===== src/rtl/ps2_pkg.sv =====
// Shared PS/2 definitions: transmitter state encoding, command bytes and frame builder.
package ps2_pkg;

  typedef enum logic [2:0] {
    IDLE,
    INHIBIT,
    REQ,
    SEND,
    ACK,
    WAIT_IDLE,
    DONE,
    ERR
  } ps2_tx_state_e;

  localparam logic [7:0] CMD_RESET        = 8'hFF;
  localparam logic [7:0] CMD_ENABLE       = 8'hF4;
  localparam logic [7:0] CMD_SET_DEFAULTS = 8'hF6;
  localparam logic [7:0] ACK_BYTE         = 8'hFA;

  // Bits shifted out after the start bit: data LSB first, odd parity, stop.
  function automatic logic [9:0] tx_frame(input logic [7:0] data);
    return {1'b1, ~^data, data};
  endfunction

endpackage


===== src/rtl/ps2_line_sync.sv =====
// Synchronizes the raw PS/2 clock and data pins and flags falling clock edges.
module ps2_line_sync #(
  parameter int SYNC_STAGES = 2
) (
  input  logic CLOCK,
  input  logic reset,
  input  logic ck_raw,
  input  logic dt_raw,
  output logic ck_sync,
  output logic dt_sync,
  output logic ck_fall
);

  logic [SYNC_STAGES-1:0] ck_pipe;
  logic [SYNC_STAGES-1:0] dt_pipe;
  logic                   ck_prev;

  // Shift pin levels through the chain; both lines idle high on the bus.
  always_ff @(posedge CLOCK) begin
    if (reset) begin
      ck_pipe <= '1;
      dt_pipe <= '1;
      ck_prev <= 1'b1;
    end else begin
      ck_pipe <= {ck_pipe[SYNC_STAGES-2:0], ck_raw};
      dt_pipe <= {dt_pipe[SYNC_STAGES-2:0], dt_raw};
      ck_prev <= ck_pipe[SYNC_STAGES-1];
    end
  end

  assign ck_sync = ck_pipe[SYNC_STAGES-1];
  assign dt_sync = dt_pipe[SYNC_STAGES-1];
  assign ck_fall = ck_prev & ~ck_pipe[SYNC_STAGES-1];

endmodule


===== src/rtl/ps2_host_tx.sv =====
// Host-to-device PS/2 command transmitter with open-drain line control.
//
// state     | meaning
// IDLE      | lines released, waiting for tx_start
// INHIBIT   | clock held low to claim the bus
// REQ       | data low (start bit), clock released, waiting for device clock
// SEND      | data/parity/stop bits changed on each device falling clock
// ACK       | data released, next falling clock samples device ACK
// WAIT_IDLE | waiting for both lines to return high
// DONE      | tx_done pulse
// ERR       | tx_error pulse (NACK or timeout)
module ps2_host_tx
  import ps2_pkg::*;
#(
  parameter int INHIBIT_CYCLES = 6000,
  parameter int TIMEOUT_CYCLES = 750000,
  parameter int SYNC_STAGES    = 2
) (
  input  logic       CLOCK,
  input  logic       reset,
  input  logic       ps2ck_in,
  input  logic       ps2dt_in,
  output logic       ps2ck_oe,
  output logic       ps2dt_oe,
  input  logic [7:0] tx_data,
  input  logic       tx_start,
  output logic       tx_busy,
  output logic       tx_active,
  output logic       tx_done,
  output logic       tx_error
);

  localparam int IW = $clog2(INHIBIT_CYCLES + 1);
  localparam int TW = $clog2(TIMEOUT_CYCLES + 1);

  ps2_tx_state_e state;
  logic [IW-1:0] inh_cnt;
  logic [TW-1:0] tmo_cnt;
  logic [9:0]    frame;
  logic [3:0]    bit_cnt;
  logic          ck_sync;
  logic          dt_sync;
  logic          ck_fall;

  ps2_line_sync #(.SYNC_STAGES(SYNC_STAGES)) u_sync (
    .CLOCK   (CLOCK),
    .reset   (reset),
    .ck_raw  (ps2ck_in),
    .dt_raw  (ps2dt_in),
    .ck_sync (ck_sync),
    .dt_sync (dt_sync),
    .ck_fall (ck_fall)
  );

  // Transmit sequencer with registered line enables and status pulses.
  always_ff @(posedge CLOCK) begin
    if (reset) begin
      state     <= IDLE;
      inh_cnt   <= '0;
      tmo_cnt   <= '0;
      frame     <= '0;
      bit_cnt   <= '0;
      ps2ck_oe  <= 1'b0;
      ps2dt_oe  <= 1'b0;
      tx_busy   <= 1'b0;
      tx_active <= 1'b0;
      tx_done   <= 1'b0;
      tx_error  <= 1'b0;
    end else begin
      tx_done  <= 1'b0;
      tx_error <= 1'b0;
      unique case (state)
        IDLE: begin
          if (tx_start) begin
            frame     <= tx_frame(tx_data);
            inh_cnt   <= IW'(INHIBIT_CYCLES - 1);
            ps2ck_oe  <= 1'b1;
            tx_busy   <= 1'b1;
            tx_active <= 1'b1;
            state     <= INHIBIT;
          end
        end
        INHIBIT: begin
          if (inh_cnt == '0) begin
            ps2ck_oe <= 1'b0;
            ps2dt_oe <= 1'b1;
            tmo_cnt  <= TW'(TIMEOUT_CYCLES - 1);
            state    <= REQ;
          end else begin
            inh_cnt <= inh_cnt - 1'b1;
          end
        end
        REQ, SEND, ACK, WAIT_IDLE: begin
          if (tmo_cnt == '0) begin
            ps2ck_oe  <= 1'b0;
            ps2dt_oe  <= 1'b0;
            tx_error  <= 1'b1;
            tx_active <= 1'b0;
            state     <= ERR;
          end else begin
            tmo_cnt <= tmo_cnt - 1'b1;
            if (state == REQ || state == SEND) begin
              if (ck_fall) begin
                ps2dt_oe <= ~frame[0];
                frame    <= {1'b0, frame[9:1]};
                bit_cnt  <= (state == REQ) ? 4'd1 : bit_cnt + 1'b1;
                if (state == REQ) state <= SEND;
                else if (bit_cnt == 4'd9) state <= ACK;
              end
            end else if (state == ACK) begin
              ps2dt_oe <= 1'b0;
              if (ck_fall) begin
                if (dt_sync) begin
                  tx_error  <= 1'b1;
                  tx_active <= 1'b0;
                  state     <= ERR;
                end else begin
                  state <= WAIT_IDLE;
                end
              end
            end else if (ck_sync && dt_sync) begin
              tx_done   <= 1'b1;
              tx_active <= 1'b0;
              state     <= DONE;
            end
          end
        end
        DONE, ERR: begin
          ps2ck_oe  <= 1'b0;
          ps2dt_oe  <= 1'b0;
          tx_busy   <= 1'b0;
          tx_active <= 1'b0;
          state     <= IDLE;
        end
        default: state <= IDLE;
      endcase
    end
  end

endmodule


===== config.mk =====
export PLATFORM = sky130hd
export DESIGN_NAME = ps2_host_tx
export DESIGN_NICKNAME = d
export VERILOG_FILES = /design/src/rtl/ps2_pkg.sv /design/src/rtl/ps2_line_sync.sv /design/src/rtl/ps2_host_tx.sv
export SDC_FILE = /design/constraint.sdc
export NUM_CORES = 1
export LEC_CHECK = 0
export ABC_AREA = 1
export CELL_PAD_IN_SITES_DETAIL_PLACEMENT = 1
export CELL_PAD_IN_SITES_GLOBAL_PLACEMENT = 1
export CORE_MARGIN = 5
export CORE_UTILIZATION = 49
export CTS_BUF_LIST = sky130_fd_sc_hd__clkbuf_8
export DETAILED_ROUTE_END_ITERATION = 10
export GPL_ROUTABILITY_DRIVEN = 0
export PLACE_DENSITY_LB_ADDON = 0.15
export SLEW_MARGIN = 20
export SYNTH_ARGS = -nofsm -noshare
export SYNTH_HDL_FRONTEND = slang
export SYNTH_SLANG_ARGS = --single-unit

===== constraint.sdc =====
create_clock -name CLOCK -period 4.4 [get_ports CLOCK]
set_clock_uncertainty 0.2 [all_clocks]
set_input_delay 1.32 -clock CLOCK [delete_from_list [all_inputs] [get_ports CLOCK]]
set_output_delay 1.32 -clock CLOCK [all_outputs]
set_load 0.05 [all_outputs]

==> reports/metrics.yaml <==
status: "finished clean"
worstPathRequired_ns: 2.88
design_area_mm2: 0.00387
synth_area_mm2: 0.00350
wl_per_cell_um: 14.6
maxSlewHeadroom_pct: 39.7
ys.flop_type: "dfxtp_1"
numCtsBuffers: 9
port_buffers: 18
p_leak_nw: 1.67
critical_path_buf_inv_count: 1
grt_setup_unrepaired: "false"
final_layout_size_suffix_gt1_share_pct: 8.79
grt_max_degree: 38
clk_pin_slew_ns: 0.07
yosysWarnings: 0
yosysTopAreaCellShare_pct: 34.9
num_antenna_cells: 0
vias_per_cell: 5.36
cts.root.buffer_cell: "clkbuf_8"
crit_path_end_kind: "output port"
fin_crit_ns: 3.08
slowest_stage: "clkdlybuf4s50_1"
area_delta_synth_final_pct: 10.4
criticalPathCategory: "reg -> out"
dp_hpwl_um: 6280
tightest_slew_ns: 0.904
start_kind: "flop"
preCtsSetupSlack_ns: 1.07
cts_sinks: 61
drt_iter0_markers: 97
syn_avg_cell_area_um2: 7.06
drv_slew: 0
fin_util_pct: 56.3
slowest_delay_ns: 0.83
initial_core_util_pct: 51.0
fin_total_pwr_mw: 2.98
ys_async_sr_fraction_pct: 0
drc: 0
rows: 30
peakVddDrop_mv: 0.382
min_period_over_period_pct: 69.9
cts_hold_buf: 0
grt_pass1_wl_um: 15300
synth_top_area_cell: "dfxtp_1"
power_density_mw_per_mm2: 771
grt_overflow_total: 0
setup_violations: 0
routed_wl_um: 8860
ant_nets: 0
cts-resized-gates: 0
cp_cell_sequence: "clkdlybuf4s50_1"
synth.net_count: 518
tns_ns: 0
cts_buffer_depth: 2
ys_ff_latch: 61
antenna_found_initial: 0
ys_types: 41
pin_count: 19
tritoncts: "yes"
fin_ws_ns: 1.32
vias: 3258
hp-class: "reg -> reg"
drv_cap: 0
layout.nets: 531
first_global_vias: 3283
fp.dieW_um: 94.5
placeableCoreArea_mm2: 0.00687
fp.dieH_um: 94.5
cp_top_family: "buffers and inverters"
synth.area.top_cells: "dfxtp_1 (35%), nand2_1 (13%), nor2_1 (7.6%)"
clk_latency_ns: 0.35
syn_inst: 496
synth_edf_count: 0
cp_data_arrival_time_ns: 1.56
first_pass_iters: 4
placed_cell_area_mm2: 0.00370
fmaxAchievable_mhz: 325
cts_max_level: 3
post_cts_buffers: 0
ys_seq_area_share_pct: 34.9
final_hold_viol_count: 0
grtUsageTotal_pct: 21.6
path_max_fanout: 2
dieArea_mm2: 0.00894
[flip-flops by register name, indices dropped and copies added (netlist names)]
name            cells
tx_error            1
ps2dt_oe            1
u_sync.ck_prev      1
u_sync.ck_pipe      2
inh_cnt            13
tx_busy             1
bit_cnt             4
state               3
u_sync.dt_pipe      2
tx_done             1
tmo_cnt            20
frame              10
ps2ck_oe            1
tx_active           1
[where the power goes]
part	total, mW	leakage [nW]	switching [mW]	internal [mW]
logic	1.68	1.08	1.11	0.567
clock network	0.443	0.0922	0.218	0.225
registers	0.862	0.502	0.146	0.716
[layout by cell type, fill, tap and decap left out, drive strengths merged, types with 15 or more instances in the layout]
master	count
xor2	18
nor2	78
nand2	125
clkdlybuf4s50	18
a21oi	37
nor3	15
dfxtp	61
nand3	32
o21ai	24
inv	33
[final cells by class]
class / instances / area, um^2
Clock buffer: 11 / 151
Clock inverter: 3 / 13.8
Fill cell: 914 / 3000
Inverter: 32 / 123
Multi-Input combinational cell: 385 / 2040
Sequential cell: 61 / 1220
Tap cell: 96 / 120
Timing Repair Buffer: 20 / 195
[Yosys cell counts, types with 2 or more instances]
| library cell | n |
|---|---|
| clkbuf_1 | 9 |
| nand2_1 | 118 |
| buf_6 | 6 |
| xor2_1 | 18 |
| a21oi_1 | 36 |
| a211oi_1 | 2 |
| xnor2_1 | 11 |
| or2_2 | 6 |
| a31oi_1 | 2 |
| nor3b_1 | 2 |
| nor2_4 | 2 |
| buf_2 | 3 |
| nor2_1 | 71 |
| nand4_2 | 2 |
| nand4_1 | 6 |
| dfxtp_1 | 61 |
| nand3_1 | 30 |
| o21ai_1 | 2 |
| o211a_1 | 8 |
| ha_1 | 9 |
| nand2_2 | 5 |
| nor2_2 | 5 |
| o21ai_0 | 21 |
| inv_1 | 30 |
| nor3_1 | 14 |
| nand2_4 | 2 |
[metal layers]
metal | routed length, um | global-route usage [%] | up-vias
met5 | 0 | 0 | -
met2 | 4350 | 37.4 | 30
met4 | 164 | 9.38 | 0
li1 | - | - | 1641
met1 | 4180 | 26.5 | 1573
met3 | 167 | 3.51 | 14
[final timing paths]
path,startpoint,end,slack (ns),depth (start not counted)
worst max register to register,state[1]$_SDFFE_PP0P_,state[2]$_SDFFE_PP0P_,1.38,9
worst min-delay path,u_sync.ck_pipe[0]$_SDFF_PP1_,u_sync.ck_pipe[1]$_SDFF_PP1_,0.21,1
worst min register to register,u_sync.ck_pipe[0]$_SDFF_PP1_,u_sync.ck_pipe[1]$_SDFF_PP1_,0.21,1
worst max-delay path,ps2ck_oe$_SDFFE_PP0P_,ps2ck_oe,1.32,1
[kinds of logic (layout without fill, tap and decap cells)]
family / Yosys count / after routing / share of synthesized area (%)
buffers and inverters: 50 / 66 / 6.82
adder cells (fa/ha/maj): 9 / 9 / 3.22
AND/OR/NAND/NOR: 270 / 270 / 34.9
XOR/XNOR: 29 / 29 / 7.25
AO/OA/AOI/OAI: 77 / 77 / 12.9
flip-flops: 61 / 61 / 34.9
[per-stage QoR]
step / hold WS (ns) / cells
after global placement: 0.191 / 594
after global routing: 0.242 / 608
after CTS: 0.218 / 608
after detailed placement: 0.199 / 594
final: 0.212 / 608
after floorplan: 0.189 / 496
Note: power is estimated with default switching activity, not from simulation.
==> variant 1 (config.mk and constraints unchanged) <==
Register the inputs `ps2ck_in`, `ps2dt_in`, `tx_data` and `tx_start` before use. The logic sees them one clock later.
--- a/src/rtl/ps2_host_tx.sv
+++ b/src/rtl/ps2_host_tx.sv
@@ -35,2 +35,14 @@
 
+  logic ps2ck_q;
+  logic ps2dt_q;
+  logic [7:0] tx_data_q;
+  logic tx_start_q;
+
+  always_ff @(posedge CLOCK) begin
+    ps2ck_q    <= ps2ck_in;
+    ps2dt_q    <= ps2dt_in;
+    tx_data_q  <= tx_data;
+    tx_start_q <= tx_start;
+  end
+
   ps2_tx_state_e state;
@@ -47,4 +59,4 @@
     .reset   (reset),
-    .ck_raw  (ps2ck_in),
-    .dt_raw  (ps2dt_in),
+    .ck_raw  (ps2ck_q),
+    .dt_raw  (ps2dt_q),
     .ck_sync (ck_sync),
@@ -73,4 +85,4 @@
         IDLE: begin
-          if (tx_start) begin
-            frame     <= tx_frame(tx_data);
+          if (tx_start_q) begin
+            frame     <= tx_frame(tx_data_q);
             inh_cnt   <= IW'(INHIBIT_CYCLES - 1);
Formal check against the unedited RTL: not equivalent (Yosys sat finds a counterexample within 4 cycles, from zero or initial values and one cycle with reset high).
==> variant 1 against the original RTL <==
  * Final cell count grew 12%
  * Largest cell class unchanged
  * Sequential cell count grew 11
  * Worst setup slack gained 0.0023 ns
  * Synthesized area grew 9.0%
  * Power grew 14%
  * Sequential share of layout area grew 2.0 points
  * Final area grew 11%
  * Critical path type unchanged
  * Routed wire length grew 19%
  * Combinational power grew 9%
  * Highest routed layer unchanged
==> variant 1: results (changes against the original RTL) <==
result of the run=completed; max_slew headroom=53.3% (+14 points); sink of the worst hold path=u_sync.dt_pipe[1]$_SDFF_PP1_; combined global-route utilization of all metal layers=23.1% (+1.5 points); number of buffers inserted during clock tree synthesis=9 (unchanged); vias post-DR=3638 (+12%); number of detailed-routing iterations run before antenna repair=4 (unchanged); Top delay family on crit path=buffers and inverters; final-layout worst hold slack=0.211 ns (-0.000792 ns); leakage component of the power=1.87 nW (+12%); hold path start=u_sync.dt_pipe[0]$_SDFF_PP1_; vias in the first global route=3930 (+20%); logic depth of the worst register-to-register path=9 (unchanged); pin count of the biggest net entering global routing=40 (+5.3%); register clock-pin slew on the reported worst setup and hold paths=approximately 0.08 ns; slowest stage cell on the critical path=sky130_fd_sc_hd__clkdlybuf4s50_1; buffer depth of the longest clock path=2 (unchanged); post-synth net total=581 (+12%); peak per-stage delay on the critical path=0.83 ns (about the same); main area contributors after synthesis=sky130_fd_sc_hd__dfxtp_1 38%, sky130_fd_sc_hd__nand2_1 13%, sky130_fd_sc_hd__nor2_1 7.3%; number of library cell types mapped by synthesis=34 (-17%); commonest cells in the netlist=133 x sky130_fd_sc_hd__nand2_1, 74 x sky130_fd_sc_hd__nor2_1, 72 x sky130_fd_sc_hd__dfxtp_1, 54 x sky130_fd_sc_hd__inv_1, 45 x sky130_fd_sc_hd__a21oi_1; depth of the CTS H-tree=3 (unchanged); number of input and output port buffers inserted=18 (unchanged); global-route wire length before repair=18400 µm (+20%); total number of nets in the final design=596 (+12%); capturing point of the worst reg2reg path=frame[5]$_SDFFE_PP0P_; Resized cells post-CTS=0 (unchanged); half-perimeter wire length after detailed placement=7390 µm (+18%); start of the worst register-to-register path=state[2]$_SDFFE_PP0P_; number of filler instances in the final layout=1036 (+13%); VDD IR-drop max=0.000397 V (+4.0%); layout cell share with drive strength beyond 1=8.46% (-0.33 points); clk_lat worst skew=0.35 ns (about the same); count of routing violations after the opening detailed-route iteration=117 (+21%); cell-internal power=1.74 mW (+16%); root buf cell=sky130_fd_sc_hd__clkbuf_8; Register-to-Register Setup Slack=1.55 ns (+0.17 ns); Hold Path Depth=1 (unchanged); post-detailed-routing wire length=10600 µm (+19%); share of synthesized area occupied by flip-flops and latches=37.8% (+2.9 points); Synth top area share=37.8% (+2.9 points)
[variant 1: changes by cell type after synthesis, sizes merged, moves of 5 or more]
| cell | delta |
|---|---|
| nand3 | +5 |
| dfxtp | +11 |
| o21ai | +11 |
| inv | +23 |
| or2 | +5 |
| xor2 | -6 |
| nand2 | +13 |
| a21oi | +9 |
| o211a | -8 |
[variant 1: cell type report]
cell class	count	area share, %
flip-flops and latches	72	33.6
repair buffers	21	4.73
clock buffers	11	3.53
inverters	56	4.90
well taps	102	2.98
clock inverters	5	1.84
multi-input cells	414	48.4
[variant 1: cell families after synthesis]
kind of cell / share of synthesized area (%)
AO/OA/AOI/OAI: 12.6
XOR/XNOR: 4.59
adder cells (fa/ha/maj): 2.95
buffers and inverters: 7.90
flip-flops: 37.8
AND/OR/NAND/NOR: 34.3
[variant 1: layer usage]
layer  routed length, µm  track usage, %  share of wire (%)  up-vias
li1                    -               -                  -     1838
met1                4770            27.9                 45     1716
met2                5280            41.6                 50       64
met3                 307            3.79                2.9       20
met4                 204            7.67                1.9        0
met5                   0               0                  0        -
[variant 1: worst max-delay path by stage]
stage | from | to | slack (ns) | cells after the start
2_1_floorplan | reset | inh_cnt[5]$_SDFFE_PP0P_ | 2.17 | 3
3_3_place_gp | reset | bit_cnt[3]$_SDFFE_PP0P_ | 1.18 | 5
3_5_place_dp | reset | bit_cnt[3]$_SDFFE_PP0P_ | 1.07 | 5
4_1_cts | ps2ck_oe$_SDFFE_PP0P_ | ps2ck_oe | 1.31 | 1
5_1_grt | state[2]$_SDFFE_PP0P_ | frame[5]$_SDFFE_PP0P_ | 1.26 | 9
6_report | ps2ck_oe$_SDFFE_PP0P_ | ps2ck_oe | 1.33 | 1
[variant 1: power by group through the flow]
stage | logic [mW] | clock network [mW] | registers (mW)
after detailed placement | 1.79 | 0 | 0.967
after floorplan | 1.39 | 0 | 0.978
after CTS | 1.83 | 0.623 | 0.955
after global placement | 1.72 | 0 | 0.956
after global routing | 2.09 | 0.657 | 0.977
final | 1.83 | 0.614 | 0.956
[variant 1: per-stage QoR]
stage          instances  setup slack [ns]  util (%)  power (mW)  area, µm²
6_report             681              1.33      56.1        3.40       4290
5_1_grt              681              1.26      56.1        3.72       4290
4_1_cts              681              1.31      56.1        3.41       4290
3_5_place_dp         665              1.07      53.0        2.76       4060
3_3_place_gp         665              1.18      53.0        2.67       4060
2_1_floorplan        559              2.17         -        2.37       3820
==> variant 2 (config.mk and constraints unchanged) <==
Made on the original files. The parameter `INHIBIT_CYCLES` goes from 6000 to 12000.
--- a/src/rtl/ps2_host_tx.sv
+++ b/src/rtl/ps2_host_tx.sv
@@ -14,3 +14,3 @@
 #(
-  parameter int INHIBIT_CYCLES = 6000,
+  parameter int INHIBIT_CYCLES = 12000,
   parameter int TIMEOUT_CYCLES = 750000,
Formal check against the unedited RTL: same outputs for any inputs over 10 cycles, from zero or initial values and one cycle with reset high; that may be too few to reach the edited logic, so the function may still have changed.
==> variant 2 against the original RTL <==
  * Synthesized area up 5.0%
  * Worst setup slack worse by 0.053 ns
  * Largest cell class unchanged
  * Critical path type is now register to register
  * Final area up 7.0%
  * Utilization up 0.44 points
  * Routed wire length up 16%
  * Critical path depth up 10
  * Worst hold slack better by 0.031 ns
  * Sequential cell count up 1
  * Die area up 4.5%
  * Power up 10%
  * Highest routed layer unchanged
==> variant 2: results (changes against the original RTL) <==
Critical Path AT=3.21 ns (+1.65 ns); commonest cells in the netlist=152 x sky130_fd_sc_hd__nand2_1, 96 x sky130_fd_sc_hd__nor2_1, 62 x sky130_fd_sc_hd__dfxtp_1, 45 x sky130_fd_sc_hd__inv_1, 36 x sky130_fd_sc_hd__a21oi_1; combined global-route utilization of all metal layers=22.2% (+0.59 points); leakage component of the power=1.87 nW (+12%); count of routing violations after the opening detailed-route iteration=102 (+5.2%); half-perimeter wire length after detailed placement=7120 µm (+13%); placed standard-cell area=0.00390 mm² (+5.4%); post-detailed-routing wire length=10300 µm (+16%); post-synth net total=585 (+13%); peak per-stage delay on the critical path=0.52 ns (-0.31 ns); result of the run=completed; maximum fanout encountered on the critical timing path=30 (+28); routing usage on met3=2.95% (-0.56 points); slowest stage cell on the critical path=sky130_fd_sc_hd__dfxtp_1; vias in the first global route=3807 (+16%); layout cell share with drive strength beyond 1=9.43% (+0.64 points); total number of nets in the final design=600 (+13%); slew at the pin closest to its max-slew limit=0.743 ns (-0.161 ns); number of library cell types mapped by synthesis=37 (-9.8%); VDD IR-drop max=0.000530 V (+39%); met1 track demand over resource in global routing=26.6% (+0.13 points); synthesized-area fraction occupied by ao, oa, aoi and oai cells=10.2% (-2.7 points); main area contributors after synthesis=sky130_fd_sc_hd__dfxtp_1 34%, sky130_fd_sc_hd__nand2_1 16%, sky130_fd_sc_hd__nor2_1 9.8%; met2 Resource Use GR=39.4% (+2.1 points); Avg Vias per Cell=5.36 (about the same); share of synthesized cell area in full adder, half adder and majority cells=3.06% (-0.15 points)
variant 2: cells by family (layout without fill, tap and decap cells):
family                   after synthesis  after routing
adder cells (fa/ha/maj)                9              9
AO/OA/AOI/OAI                         72             72
buffers and inverters                 66             86
flip-flops                            62             62
AND/OR/NAND/NOR                      333            333
XOR/XNOR                              21             21
variant 2: power by group:
group          switching, mW  internal, mW
clock network          0.232         0.363
registers              0.163         0.724
logic                   1.22         0.583
total                   1.61          1.67
variant 2: routing by layer:
| layer | wire, µm | up-vias |
|---|---|---|
| met4 | 177 | 0 |
| met3 | 222 | 17 |
| met5 | 0 | - |
| met1 | 4640 | 1779 |
| li1 | - | 1818 |
| met2 | 5220 | 39 |
variant 2: worst paths after layout:
check                                     from                           end  slack, ns  cells after the start
hold reg to reg   u_sync.dt_pipe[0]$_SDFF_PP1_  u_sync.dt_pipe[1]$_SDFF_PP1_       0.24                      1
hold / removal    u_sync.dt_pipe[0]$_SDFF_PP1_  u_sync.dt_pipe[1]$_SDFF_PP1_       0.24                      1
setup reg to reg         state[2]$_SDFFE_PP0P_         state[1]$_SDFFE_PP0P_       1.27                     11
setup / recovery         state[2]$_SDFFE_PP0P_         state[1]$_SDFFE_PP0P_       1.27                     11
variant 2: layout make-up:
type | instances | area, µm²
Fill cell | 1036 | 3160
Clock buffer | 12 | 165
Multi-Input combinational cell | 435 | 2150
Sequential cell | 62 | 1240
Inverter | 50 | 195
Timing Repair Buffer | 20 | 195
Clock inverter | 4 | 68.8
Tap cell | 99 | 124
variant 2: metrics by stage:
| step | cells | setup WS, ns |
|---|---|---|
| after floorplan | 563 | 2.00 |
| after global placement | 666 | 1.32 |
| after CTS | 682 | 1.32 |
| after global routing | 682 | 1.04 |
| final | 682 | 1.27 |
| after detailed placement | 666 | 1.23 |
